==> src/rtl/boot_loader_pkg.sv <==
// Shared definitions for the boot loader: default bus widths, the
// sequencer state encoding and a helper that sizes the word counter.
package boot_loader_pkg;

  localparam int ADDR_SIZE = 8;
  localparam int WORD_SIZE = 16;

  typedef enum logic [1:0] {
    BOOT_IDLE  = 2'd0,
    BOOT_FETCH = 2'd1,
    BOOT_WRITE = 2'd2,
    BOOT_DONE  = 2'd3
  } boot_state_e;

  // The counter only has to reach BOOT_WORDS-1; one spare bit keeps the
  // width non-zero when a single word is copied.
  function automatic int cntWidth(input int words);
    return $clog2(words) + 1;
  endfunction

endpackage

==> src/rtl/boot_loader.sv <==
// Boot-time copy engine: walks the program ROM, writes every word into main
// RAM over a req/ack handshake, and keeps the CPU in hold until the image
// has been copied. The ROM is only allowed onto the data bus during FETCH.
module boot_loader
  import boot_loader_pkg::*;
#(
  parameter int ADDR_W     = ADDR_SIZE,
  parameter int WORD_W     = WORD_SIZE,
  parameter int BOOT_WORDS = 4,
  parameter int ADDR_STEP  = 2,
  parameter int ROM_BASE   = 0,
  parameter int RAM_BASE   = 0
) (
  input  logic              clk,
  input  logic              rst,
  input  logic              start,
  output logic              boot,
  output logic [ADDR_W-1:0] rom_addr,
  input  logic [WORD_W-1:0] rom_data,
  output logic              ram_req,
  output logic [ADDR_W-1:0] ram_addr,
  output logic [WORD_W-1:0] ram_wdata,
  input  logic              ram_ack,
  output logic              busy,
  output logic              done,
  output logic              cpu_hold
);

  localparam int CNT_W = cntWidth(BOOT_WORDS);

  localparam logic [CNT_W-1:0]  LAST_CNT  = CNT_W'(BOOT_WORDS - 1);
  localparam logic [CNT_W-1:0]  CNT_ONE   = CNT_W'(1);
  localparam logic [ADDR_W-1:0] ROM_START = ADDR_W'(ROM_BASE);
  localparam logic [ADDR_W-1:0] RAM_START = ADDR_W'(RAM_BASE);
  localparam logic [ADDR_W-1:0] STEP      = ADDR_W'(ADDR_STEP);

  boot_state_e       state_q, state_d;
  logic [ADDR_W-1:0] rom_addr_q, rom_addr_d;
  logic [ADDR_W-1:0] ram_addr_q, ram_addr_d;
  logic [WORD_W-1:0] wdata_q, wdata_d;
  logic [CNT_W-1:0]  cnt_q, cnt_d;

  // State and datapath registers; reset wins over everything, including an
  // in-flight RAM acknowledge.
  always_ff @(posedge clk) begin
    if (rst) begin
      state_q    <= BOOT_IDLE;
      rom_addr_q <= ROM_START;
      ram_addr_q <= RAM_START;
      wdata_q    <= '0;
      cnt_q      <= '0;
    end else begin
      state_q    <= state_d;
      rom_addr_q <= rom_addr_d;
      ram_addr_q <= ram_addr_d;
      wdata_q    <= wdata_d;
      cnt_q      <= cnt_d;
    end
  end

  // Next-state logic: start only matters when idle or finished, the copy
  // ends on the word counter (addresses may legally wrap), and ROM data is
  // captured on the closing edge of the single FETCH cycle.
  always_comb begin
    state_d    = state_q;
    rom_addr_d = rom_addr_q;
    ram_addr_d = ram_addr_q;
    wdata_d    = wdata_q;
    cnt_d      = cnt_q;
    case (state_q)
      BOOT_IDLE, BOOT_DONE: begin
        if (start) begin
          state_d    = BOOT_FETCH;
          rom_addr_d = ROM_START;
          ram_addr_d = RAM_START;
          cnt_d      = '0;
        end
      end
      BOOT_FETCH: begin
        wdata_d = rom_data;
        state_d = BOOT_WRITE;
      end
      BOOT_WRITE: begin
        if (ram_ack) begin
          if (cnt_q == LAST_CNT) begin
            state_d = BOOT_DONE;
          end else begin
            rom_addr_d = rom_addr_q + STEP;
            ram_addr_d = ram_addr_q + STEP;
            cnt_d      = cnt_q + CNT_ONE;
            state_d    = BOOT_FETCH;
          end
        end
      end
      default: state_d = BOOT_IDLE;
    endcase
  end

  assign boot      = (state_q == BOOT_FETCH);
  assign ram_req   = (state_q == BOOT_WRITE);
  assign busy      = (state_q == BOOT_FETCH) || (state_q == BOOT_WRITE);
  assign done      = (state_q == BOOT_DONE);
  assign cpu_hold  = (state_q != BOOT_DONE);
  assign rom_addr  = rom_addr_q;
  assign ram_addr  = ram_addr_q;
  assign ram_wdata = wdata_q;

endmodule

==> config.mk <==
export PLATFORM = sky130hd
export DESIGN_NAME = boot_loader
export DESIGN_NICKNAME = d
export VERILOG_FILES = /design/src/rtl/boot_loader_pkg.sv /design/src/rtl/boot_loader.sv
export SDC_FILE = /design/constraint.sdc
export NUM_CORES = 1
export LEC_CHECK = 0
export CAP_MARGIN = 10
export CORE_MARGIN = 5
export CORE_UTILIZATION = 44
export DETAILED_ROUTE_END_ITERATION = 10
export PLACE_DENSITY = 0.83
export SLEW_MARGIN = 25
export SYNTH_ARGS = -nofsm -noshare
export SYNTH_HDL_FRONTEND = slang
export SYNTH_SLANG_ARGS = --single-unit
==> constraint.sdc <==
create_clock -name clk -period 2.1 [get_ports clk]
set_input_delay 0.42 -clock clk [delete_from_list [all_inputs] [get_ports clk]]
set_output_delay 0.42 -clock clk [all_outputs]
set_load 0.01 [all_outputs]
==> impl_metrics.ini <==
[detailed_routing]
ant_nets = 0
initialDrtViolationCount = 70
drt_first_pass_iters = 4
drt_wl_total_um = 3390
drt-wirelength-per-cell_um = 12.8
drc = 0
via_count = 1257
via_per_inst = 4.76

[die]
fp.coreArea_mm2 = 0.00339
die_y_um = 69.6
die_width_um = 69.6
initial_core_util_pct = 46.1
io_pins = 57
die_area_mm2 = 0.00484
row_count = 21

[sta]
tightest_slew_ps = 550
timing.final.crit_share_pct = 96.1
fmax_ghz = 0.495
slew_headroom_pct = 63.3
whs_ps = 501
rsz0062_at_grt = false
layout_setup_ws_ps = 80.9
setup_tns_ps = 0
finalHoldViolations = 0
slew_violations = 0
layout_min_cycle_time_ps = 2020
clock_skew_ps = 3.53
setup-violations-final = 0

[global_route]
grtUsageTotal_pct = 14.4
grt_pass1_wl_um = 5510
grt_max_degree = 19
grt_overflow = 0
first_global_vias = 1152
antenna_found_initial = 0

[layout]
final_common_cell = clkdlybuf4s50_1
postLayoutCellArea_mm2 = 0.00220
nets = 245
layout-drive-gt1-share_pct = 8.72
area_growth_pct = 41.1
layout_common_cells = clkdlybuf4s50_1, nor2_1, dfxtp_1
post-route-util_pct = 65.0
fin_cells = 264
antennaDiodeCount = 0

[clock_network]
ctsLongestPathBuffers = 2
cts_resized = 2
cts-root-buf = clkbuf_4
hold_buffers = 0
h-tree-depth = 2
clk_latency_ps = 340
post_cts_buffers = 0
cts_buffers = 5
tritoncts = built
clkSinkCount = 35
cts.reportedPaths.clkPinSlew_ps = 110

[place]
io_buffers = 54
gp_congestion = 0.785
placed_cell_area_mm2 = 0.00215
dp_hpwl_um = 2520
place_inst = 256
dp_slack_ps = 67.8

[yosys]
synth_warnings = 0
synth_seq_area_share_pct = 44.8
synth_cell_types = 21
avgSynthCellArea_um2 = 9.77
syn_area_mm2 = 0.00156
ys_ff_latch = 35
synthCells = 160

[run_status]
run_status = finished clean

[critical_path]
crit_fanout = 6
crit_buf_inv = 2
critPathRequiredTime_ps = 1680
crit_path_end_kind = primary output
r2r-end = rom_addr[2]$_SDFFE_PP0P_
worstSetupStartpointType = flip-flop
cp_slowest_stage_delay_ps = 580
ff2ff_path_depth = 6
crit_slowest_cell = clkdlybuf4s50_1
critPathTopFamily = buffers and inverters
crit_type = flip-flop to primary output
path_cells = inv_1, ha_1, clkdlybuf4s50_1
r2r_setup_slack_ps = 170
worstPathArrival_ps = 1600
rr_startpoint = cnt_q[0]$_SDFFE_PP0P_

[power]
p_leak_nw = 0.813
ir_drop_uv = 431
powerDensity_mw_per_mm2 = 716
power.total_mw = 1.58

[min_path]
hold_depth = 2
hp-class = flip-flop to flip-flop
hold_path.startpoint = ram_wdata[13]$_SDFFE_PP0P_
min_to = ram_wdata[13]$_SDFFE_PP0P_

[flow_run]
drv_cap = 0
## layer usage
layer | vias to the layer above | GRT usage [%] | wire length [um]
li1 | 641 | - | -
met1 | 582 | 17.5 | 1540
met2 | 32 | 22.9 | 1630
met3 | 2 | 4.20 | 192
met4 | 0 | 7.16 | 35
met5 | - | 0 | 0
## worst max path at each step
stage | from | end | slack, ps | cells after the start
2_1_floorplan | state_q[0]$_SDFFE_PP0P_ | cnt_q[0]$_SDFFE_PP0P_ | 320 | 6
6_report | state_q[0]$_SDFFE_PP0P_ | ram_req | 80 | 3
5_1_grt | state_q[0]$_SDFFE_PP0P_ | ram_req | 5 | 3
3_5_place_dp | ram_ack | ram_addr[6]$_SDFFE_PP0P_ | 70 | 5
3_3_place_gp | ram_ack | ram_addr[7]$_SDFFE_PP0P_ | 90 | 5
4_1_cts | state_q[0]$_SDFFE_PP0P_ | ram_req | 50 | 3
## kinds of logic (layout without fill, tap and decap cells)
family,count (synthesis),in the layout,share of synthesized area (%)
AND/OR/NAND/NOR,46,46,11.9
multiplexers,20,20,12.8
flip-flops,35,35,44.8
XOR/XNOR,13,13,7.29
adder cells (fa/ha/maj),8,8,6.41
buffers and inverters,20,77,5.68
other,1,2,0.240
AO/OA/AOI/OAI,17,17,10.8
## flip-flops by register name, summed over array words and instances (netlist names)
name       flops
cnt_q          3
ram_wdata     16
rom_addr       7
state_q        2
ram_addr       7
## where the power goes
group	switching [mW]	total [mW]	internal [mW]
Combinational	0.219	0.463	0.244
Clock	0.224	0.353	0.129
Sequential	0.0391	0.762	0.723
Total	0.482	1.58	1.10
## synthesized netlist by cell type
library cell,count,area share [%]
nand2b_1,1,0.40
nand2_1,3,0.72
dfxtp_1,35,45
a21oi_4,1,1.0
nor2b_1,1,0.40
o32a_1,1,0.64
mux2i_1,20,13
o31ai_2,1,0.80
inv_1,10,2.4
clkbuf_1,3,0.72
conb_1,1,0.24
a2111oi_2,4,3.8
buf_4,2,0.96
nand3_1,5,1.6
nand4_1,1,0.40
nor2_1,35,8.4
a21oi_1,2,0.64
a211oi_1,8,3.8
xnor2_1,13,7.3
buf_2,5,1.6
ha_1,8,6.4
## worst min-delay path, delay by kind of cell, from the launching register on
family | cells | cell delay, ps
DFF | 1 | 340
and+or+nand+nor | 1 | 70
muxes | 1 | 60
## final cells by class
class	instances	area, um^2
fillers	278	1180
multi-input cells	106	777
flip-flops and latches	35	702
repair buffers	59	577
well taps	46	57.6
clock buffers	6	41.3
inverters	10	37.5
clock inverters	2	12.5
Power figures use the tool's default switching activity.
